`config.mk`:
```
export PLATFORM = sky130hd
export DESIGN_NAME = lfsr_arbiter
export DESIGN_NICKNAME = d
export VERILOG_FILES = /design/src/rtl/lfsr_arb_pkg.sv /design/src/rtl/lfsr_arbiter_rr_picker.sv /design/src/rtl/lfsr_arbiter.sv
export SDC_FILE = /design/constraint.sdc
export NUM_CORES = 1
export LEC_CHECK = 0
export CORE_MARGIN = 3
export CORE_UTILIZATION = 45
export DETAILED_ROUTE_END_ITERATION = 12
export PLACE_DENSITY_LB_ADDON = 0.12
export SLEW_MARGIN = 20
export SYNTH_ARGS = -nofsm -noshare
export SYNTH_HDL_FRONTEND = slang
export SYNTH_SLANG_ARGS = --single-unit
```
`constraint.sdc`:
```
create_clock -name clock -period 2.8 [get_ports clock]
set_input_delay 0.28 -clock clock [delete_from_list [all_inputs] [get_ports clock]]
set_output_delay 0.28 -clock clock [all_outputs]
set_load 0.02 [all_outputs]
```
`src/rtl/lfsr_arb_pkg.sv`:
```
// Shared types and default sizing for the LFSR-fed random-value arbiter.
package lfsr_arb_pkg;
  localparam int DEF_NUM_REQ   = 4;
  localparam int DEF_WIDTH     = 4;
  localparam int DEF_MAX_TRIES = 8;

  typedef enum logic [1:0] {IDLE, SAMPLE, DELIVER, GAP} state_t;
endpackage

```
`src/rtl/lfsr_arbiter_rr_picker.sv`:
```
// Combinational round-robin picker: first asserted request at or after ptr.
module rr_picker #(
  parameter int NUM_REQ = 4,
  parameter int IW      = 2
) (
  input  logic [NUM_REQ-1:0] req,
  input  logic [IW-1:0]      ptr,
  output logic [NUM_REQ-1:0] oh,
  output logic [IW-1:0]      idx,
  output logic               any
);
  logic [IW-1:0] jj;

  always_comb begin
    oh  = '0;
    idx = '0;
    any = 1'b0;
    jj  = '0;
    for (int i = 0; i < NUM_REQ; i++) begin
      jj = IW'((int'(ptr) + i) % NUM_REQ);
      if (!any && req[jj]) begin
        any    = 1'b1;
        oh[jj] = 1'b1;
        idx    = jj;
      end
    end
  end
endmodule

```
`src/rtl/lfsr_arbiter.sv`:
```
// Shares one LFSR word among NUM_REQ requesters, one delivery per grant.
// LFSR_ARBITER_REJECT_EN enables rejection sampling against each requester's limit.
import lfsr_arb_pkg::*;

module lfsr_arbiter #(
  parameter int NUM_REQ   = DEF_NUM_REQ,
  parameter int WIDTH     = DEF_WIDTH,
  parameter int MAX_TRIES = DEF_MAX_TRIES
) (
  input  logic                     clock,
  input  logic                     reset,
  input  logic [WIDTH-1:0]         rnd_in,
  input  logic [NUM_REQ-1:0]       req,
  input  logic [NUM_REQ*WIDTH-1:0] limit,
  output logic [NUM_REQ-1:0]       gnt,
  output logic [WIDTH-1:0]         rnd_out,
  output logic                     valid,
  output logic                     busy
);
  localparam int IW = (NUM_REQ > 1) ? $clog2(NUM_REQ) : 1;

  state_t             state, state_nx;
  logic [IW-1:0]      ptr, win, pick_idx;
  logic [NUM_REQ-1:0] pick_oh, gnt_q;
  logic               pick_any;
  logic [WIDTH-1:0]   rnd_q, take_val;
  logic               abort, take;

  rr_picker #(.NUM_REQ(NUM_REQ), .IW(IW)) u_pick (
    .req (req),
    .ptr (ptr),
    .oh  (pick_oh),
    .idx (pick_idx),
    .any (pick_any)
  );

  assign abort = (state == SAMPLE) && !req[win];

`ifdef LFSR_ARBITER_REJECT_EN
  localparam int TW = (MAX_TRIES > 1) ? $clog2(MAX_TRIES) : 1;
  logic [TW-1:0]    tries;
  logic [WIDTH-1:0] lim_w;
  logic             fits, clamp;

  assign lim_w    = limit[int'(win)*WIDTH +: WIDTH];
  assign fits     = (rnd_in <= lim_w);
  assign clamp    = (tries == TW'(MAX_TRIES-1));
  assign take     = !abort && (fits || clamp);
  assign take_val = fits ? rnd_in : lim_w;

  always_ff @(posedge clock) begin
    if (!reset)                                tries <= '0;
    else if (state != SAMPLE || abort || take) tries <= '0;
    else                                       tries <= tries + 1'b1;
  end
`else
  logic unused_limit;
  assign unused_limit = ^limit;
  assign take         = !abort;
  assign take_val     = rnd_in;
`endif

  always_ff @(posedge clock) begin
    if (!reset) state <= IDLE;
    else        state <= state_nx;
  end

  always_comb begin
    state_nx = state;
    case (state)
      IDLE:    if (pick_any) state_nx = SAMPLE;
      SAMPLE:  if (abort) state_nx = GAP; else if (take) state_nx = DELIVER;
      DELIVER: state_nx = GAP;
      GAP:     state_nx = IDLE;
      default: state_nx = IDLE;
    endcase
  end

  always_comb begin
    valid = (state == DELIVER);
    busy  = (state != IDLE);
  end

  // Pointer moves at grant time so an aborted requester still loses its turn.
  always_ff @(posedge clock) begin
    if (!reset) begin
      gnt_q <= '0;
      rnd_q <= '0;
      ptr   <= '0;
      win   <= '0;
    end else begin
      case (state)
        IDLE: if (pick_any) begin
          gnt_q <= pick_oh;
          win   <= pick_idx;
          ptr   <= (pick_idx == IW'(NUM_REQ-1)) ? '0 : pick_idx + 1'b1;
        end
        SAMPLE: begin
          if (abort)     gnt_q <= '0;
          else if (take) rnd_q <= take_val;
        end
        DELIVER: gnt_q <= '0;
        default: ;
      endcase
    end
  end

  assign gnt     = gnt_q;
  assign rnd_out = rnd_q;
endmodule

```
* Word-level counts from Yosys, hierarchy flattened *
Cells that the tools add are included.

operators by class
  add/subtract/negate cells = 4
  $lt $le $gt $ge = 9
  eq/ne operators = 6
  multiplexer cells = 37
  bitwise operators = 4
  reductions and logical operators = 18

operators by type and width
  operator             number
  $mux 4               6
  $lt 2x3->1 const B   5
  $mux 1               14
  $mux 2               6
  $or 4x4->4           3
  $pmux 4 s3           1
  $bmux 1 s2           5
  $demux 1 s2          4
  $ge 2x1->1 const B   4
  $logic_and 1x1->1    8
  $pmux 2 s4           1
  $eq 2x2->1 const B   3
  $add 2x1->2 const B  2
  $add 2x2->2 const B  2
  $logic_not 1->1      4
  $ne 2x2->1 const B   2
  $reduce_and 2->1     2
  $reduce_and 3->1     1
  $reduce_bool 3->1    1
  $eq 2x1->1 const B   1
  $logic_not 2->1      1
  $reduce_bool 2->1    1
  $not 1->1            1

storage, ports and cells
  register bits = 14
  bits of input ports = 26
  output and inout bits = 10
  logic and storage cells = 83

* Longest topological paths before layout *
Gate-level depths: netlist (run 1).

  depth after elaboration = 14
  gate-level depth with buffers = 9

* By module *
Synthesis (run 1) repeated with hierarchy kept, for this count alone.

unflattened totals
  cells, all modules = 126
  area total of the unflattened synthesis = 1121.1 um^2

modules (own cells, without submodules)
  module        times used  cells an instance  area an instance (um^2)  sequential area each (um^2)
  lfsr_arbiter  1           81                 699.4                    280.3
  rr_picker     1           45                 421.7                    0.0

* Worst setup path before layout (run 1) *
No wires, ideal clock.

  path type = register to register
  start point = reg with a tool-made name
  end point = reg gnt_q[0] (netlist: gnt[0])
  library setup time = 0.122 ns
  arrival time = 2.200 ns
  setup slack = 0.478 ns
  cell stages (with the launch flop) = 9
  path buffers = 2
  period minus slack after synthesis = 2.322 ns
  cells stage by stage = dfxtp_1 -> buf_6 -> inv_1 -> ha_1 -> buf_6 -> mux4_2 -> a221oi_1 -> nor3_1 -> a221o_1

RTL lines
  element               line                source
  end signal, assigned  lfsr_arbiter.sv:94  gnt_q <= pick_oh;
  end, declared         lfsr_arbiter.sv:24  logic [NUM_REQ-1:0] pick_oh, gnt_q;

==> results of run 1 <==
-- registers in the layout, summed over array words and instances, names as in the netlist, named ones only --
name     flops
state        2
win          2
gnt          4
ptr          1
rnd_out      4
-- through the flow --
step	instance area, µm²	setup slack [ns]	total power, W	util [%]
2_1_floorplan	1090	0.478	0.000890	-
3_3_place_gp	1300	0.476	0.00107	57.5
3_5_place_dp	1300	0.457	0.00109	57.5
4_1_cts	1330	0.495	0.00124	59.2
5_1_grt	1330	0.334	0.00133	59.2
6_report	1330	0.506	0.00123	59.2
-- critical path, stage by stage, from the launching register on --
cell and delay, ns:
dfxtp_1 0.34, inv_1 0.11, ha_1 0.43, mux4_2 0.63, a221oi_1 0.34, nor3_1 0.08
a221o_1 0.25
-- layout make-up --
type | instances | area share (%)
inverter | 7 | 1.97
multi-input combinational | 87 | 56.3
timing repair buffer | 21 | 15.4
tap | 28 | 2.63
clock buffer | 4 | 2.72
sequential | 14 | 21.0
-- power breakdown --
group | total [W] | switching, W | internal [W]
clock network | 0.000147 | 0.0000682 | 0.0000791
logic | 0.000770 | 0.000413 | 0.000357
registers | 0.000313 | 0.0000429 | 0.000271
total | 0.00123 | 0.000524 | 0.000707
-- cell families (layout without fill, tap and decap cells) --
logic type,after synthesis,in the layout
and+or+nand+nor,35,35
xor gates and xnor gates,1,1
adders and majority gates,12,12
DFF,14,14
buffers and inverters,11,32
muxes,12,12
AOI/OAI and AO/OA,27,27
-- layout by cell type (no fill, tap or decap), types with 2 or more instances in the layout --
| cell type | netlist | final |
|---|---|---|
| nor2_1 | 7 | 7 |
| a221o_1 | 4 | 4 |
| nand3_1 | 2 | 2 |
| nand2_1 | 5 | 5 |
| nand2b_1 | 2 | 2 |
| mux4_2 | 3 | 3 |
| a21boi_0 | 2 | 2 |
| clkdlybuf4s50_1 | 0 | 19 |
| mux2_2 | 3 | 3 |
| nor2b_1 | 5 | 5 |
| nor3_1 | 4 | 4 |
| clkbuf_4 | 0 | 3 |
| dfxtp_1 | 14 | 14 |
| o211ai_1 | 2 | 2 |
| mux2i_1 | 6 | 6 |
| buf_4 | 0 | 2 |
| o21ai_0 | 3 | 3 |
| inv_1 | 7 | 7 |
| a221oi_1 | 4 | 4 |
| a21oi_1 | 3 | 3 |
| ha_1 | 12 | 12 |
-- layer usage --
metal,wire (µm),vias to the layer above
met5,0,-
met2,1040,39
li1,-,460
met1,1020,432
met3,160,2
met4,14,0
-- how the worst min path moves through the flow --
stage | slack (ns) | from | depth (start not counted) | to
5_1_grt | 0.53 | gnt[3] | 1 | gnt[3]
2_1_floorplan | 0.45 | rnd_in[0] | 2 | rnd_out[0]
6_report | 0.49 | gnt[1] | 1 | gnt[1]
4_1_cts | 0.50 | gnt[3] | 1 | gnt[3]
3_3_place_gp | 0.48 | gnt[0] | 1 | gnt[0]
3_5_place_dp | 0.48 | gnt[3] | 1 | gnt[3]
==> results.toml, run 1 <==
[layout]
multiInputGateArea_um2 = 751
regArea_um2 = 280
layout-drive-gt1-share_pct = 14.3
nNetsFinal = 172
fillers = 209
fin_cells = 161
n_antenna_cell = 0
synthToLayoutAreaGrowth_pct = 21.8

[flow_run]
drv_cap = 0

[grt]
grt_overflow_total = 0
met2_usage_pct = 23.5
grt.busiest_layer = "met2"
track_usage_pct = 15.2
grt_pass1_wl_um = 3880
grt_pass1_vias = 870
grt_max_degree = 14
antenna_found_initial = 0
grt.met3_usage_pct = 4.44
grt.met1_usage_pct = 20.3

[synthesis]
synth_fa_ha_area_share_pct = 13.7
ys_seq_elements = 14
synthSimpleGateAreaFrac_pct = 20.0
syn_inst = 112
synthMuxAreaShare_pct = 14.7
synthXorXnorAreaFrac_pct = 0.800
syn_nets = 150
ys.flop_type = "dfxtp_1"
synth_compound_area_share_pct = 19.3
syn_area_um2 = 1090
ys.warnings.count = 0
yosys-top-cells-count = "dfxtp_1 (14), ha_1 (12), inv_1 (7), nor2_1 (7), mux2i_1 (6)"
synthArstFlopShare_pct = 0
synth_top_family_by_area = "simple AND/OR/NAND/NOR gates"
synth_seq_area_share_pct = 25.6
ys_types = 40
syn_avg_cell_area_um2 = 9.78
synth_top_area_cell = "dfxtp_1"
synth_edf_count = 0
yosysMostFrequentCell = "dfxtp_1"
yosys-top-cells-area = "dfxtp_1 (26%), ha_1 (14%), mux4_2 (6.2%), mux2i_1 (5.5%), a221o_1 (3.7%)"
synth.top_cell.area_share_pct = 25.6

[critical_path]
ff2ff_setup_slack_ns = 0.51
startpoint_type = "flop"
cp.required_ns = 2.97
crit_end = "gnt[1]"
crit_arrival_ns = 2.47
critical_path_class = "reg -> reg"
rr_endpoint = "gnt[1]"
critPathMaxFanout = 8
rr_worst_depth = 6
cp-end-kind = "flop"

[clock_network]
cts_buffer_depth = 2
clkSlewWorstSetupHoldPaths_ns = 0.09
clock_latency_ns = 0.28
cts.repair.resized = 0
cts_tree = "yes"
cts_setup_buffers = 0
numCtsBuffers = 3
cts.sink_count = 14
htree_num_levels = 1
clockRootBuffer = "clkbuf_4"
cts.hold.buffers_added = 0

[routing]
drt_iter0_drc = 24
drt_wl_total_um = 2230
vias = 933
vias_per_cell = 5.80
drt_first_pass_iters = 4
post-route-drc-count = 0
wl_per_cell_um = 13.9
postRouteAntennaNets = 0

[timing]
fin_crit_sh_pct = 81.9
fin_crit_ns = 2.29
tns_ns = 0
slew_violations = 0
rsz0062_at_grt = "no"
worst_pin_slew_ns = 0.433
final-hold-violation-count = 0
setup_viol = 0
timing.fmax_mhz = 436
clock_skew_ns = 0.00478
slew_headroom_pct = 70.3
holdWs_ns = 0.491

[power_and_ir_drop]
p_leak_nw = 0.541
vdd_drop_max_mv = 0.440
powerDensity_nw_per_um2 = 923

[die]
die_x_um = 55.3
die_h_um = 55.3
ios = 36
initial_utilization_pct = 48.6
coreArea_um2 = 2250
placementRows = 17
die_area_um2 = 3060

[outcome]
run_status = "finished clean"

[min_path]
hold_class = "reg -> reg"

[placed_design]
place_inst = 157
portBuffers = 19
globalplace.congestion = 0.789
hpwl_um = 1730
Note: power is estimated with default switching activity, not from simulation.
==> inputs of run 2 (changes only) <==
==> constraint.sdc (replaced) <==
create_clock -name clock -period 2.3 [get_ports clock]
set_input_delay 0.23 -clock clock [delete_from_list [all_inputs] [get_ports clock]]
set_output_delay 0.23 -clock clock [all_outputs]
set_load 0.02 [all_outputs]
==> run 2 against run 1 <==
Against the previous run:
- critical path depth unchanged
- global-route usage up 1.1 points
- total power is 27% higher
- flip-flop and latch count unchanged
- non-clock buffer count increased by 11
- sequential share of layout area shrank 1.2 points
- worst hold slack got worse by 0.0018 ns
==> results.toml, run 2 (synthesis results as in run 1) <==
[routing]
vias_per_cell = 5.66
drt_first_pass_iters = 4
drt_wl_total_um = 2300
drt_iter0_drc = 19
post-route-drc-count = 0
wl_per_cell_um = 13.4
vias = 974
postRouteAntennaNets = 0

[timing]
rsz0062_at_grt = "yes"
worst_pin_slew_ns = 0.448
timing.fmax_mhz = 464
setup_viol = 0
fin_crit_ns = 2.15
final-hold-violation-count = 0
clock_skew_ns = 0.00258
slew_violations = 0
fin_crit_sh_pct = 93.6
slew_headroom_pct = 69.9

[clock_network]
cts.sink_count = 14
clock_latency_ns = 0.28
clkSlewWorstSetupHoldPaths_ns = 0.08
cts.hold.buffers_added = 0
clockRootBuffer = "clkbuf_4"
htree_num_levels = 1
cts_buffer_depth = 2
numCtsBuffers = 3
cts.repair.resized = 0
cts_tree = "yes"

[placed_design]
hpwl_um = 1800
place_inst = 168
globalplace.congestion = 0.842
portBuffers = 19

[layout]
synthToLayoutAreaGrowth_pct = 29.5
layout-drive-gt1-share_pct = 21.5
fin_cells = 172
n_antenna_cell = 0
fillers = 216
nNetsFinal = 183
final_common_cell = "clkdlybuf4s50_1"
layout_common_cells = "clkdlybuf4s50_1 (19), dfxtp_1 (13), buf_4 (13)"
post-route-util_pct = 62.9

[grt]
track_usage_pct = 16.3
grt_pass1_wl_um = 4170
grt_overflow_total = 0
grt_pass1_vias = 953
antenna_found_initial = 0
grt_max_degree = 14

[die]
placementRows = 17
ios = 36
initial_utilization_pct = 48.6
die_area_um2 = 3060
die_x_um = 55.3
die_h_um = 55.3
coreArea_um2 = 2250

[power_and_ir_drop]
power.share.switching_pct = 41.7
p_leak_nw = 0.593
p_sw_w = 0.000649
seqPwrFrac_pct = 24.7
powerDensity_nw_per_um2 = 1100
vdd_drop_max_mv = 0.586
p_int_w = 0.000909
pwr-share-clk_pct = 11.2
combPwrFrac_pct = 64.2

[critical_path]
rr_worst_depth = 6
cp.required_ns = 2.47
startpoint_type = "flop"
crit_arrival_ns = 2.33
cp-end-kind = "flop"
critPathMaxFanout = 6
critical_path_class = "reg -> reg"

[min_path]
hold_depth = 1
hold_class = "reg -> reg"

[outcome]
run_status = "finished clean"

[flow_run]
drv_cap = 0
## run 2: through the flow
step	worst slack [ns]	hold WS, ns	cell area (µm²)	setup TNS (ns)	power [W]
floorplan	0.0330	0.396	1100	0	0.00108
global placement	0.157	0.468	1380	0	0.00136
detailed placement	0.0982	0.476	1380	0	0.00139
CTS	0.142	0.497	1420	0	0.00157
global route	-0.000171	0.531	1420	-0.000171	0.00170
finish	0.146	0.490	1420	0	0.00156
## run 2: routing by layer
metal	part of all wire [%]	track usage [%]	up-vias
met5	0	0	-
met4	0.52	4.17	0
met3	6.0	4.44	2
li1	-	-	484
met2	48	27.2	33
met1	46	20.8	455
## run 2: cell type report
type | instances | area [µm²] | area share (%)
inverter | 7 | 26.3 | 1.85
multi-input combinational | 87 | 751 | 53.0
sequential | 14 | 282 | 19.9
tap | 28 | 35.0 | 2.47
clock buffer | 4 | 36.3 | 2.56
timing repair buffer | 32 | 288 | 20.3
## run 2: path summary, 6_finish.rpt
| kind | start | slack, ns | end |
|---|---|---|---|
| hold / removal | gnt[1] | 0.49 | gnt[1] |
| setup / recovery | ptr[1] | 0.15 | gnt[0] |
| setup reg to reg | ptr[1] | 0.15 | gnt[0] |
| hold reg to reg | gnt[1] | 0.49 | gnt[1] |
## run 2: critical path: stages (launching register included)
cell	delay, ns
dfxtp_1	0.34
inv_1	0.06
ha_1	0.36
mux4_2	0.62
a221oi_1	0.35
nor3_1	0.07
a221o_1	0.26
## run 2: power by group through the flow
stage | Clock [W] | Combinational (W) | Sequential (W)
floorplan | 0 | 0.000635 | 0.000450
global placement | 0 | 0.000974 | 0.000388
detailed placement | 0 | 0.000997 | 0.000392
CTS | 0.000182 | 0.00100 | 0.000386
global route | 0.000200 | 0.00110 | 0.000401
finish | 0.000174 | 0.00100 | 0.000384
## run 2: timing repair
action / 4_1_cts / 5_1_grt
endpoints found under the setup margin: 0 / 1
endpoints found under the hold margin: 0 / 0
setup buffers: 0 / 0
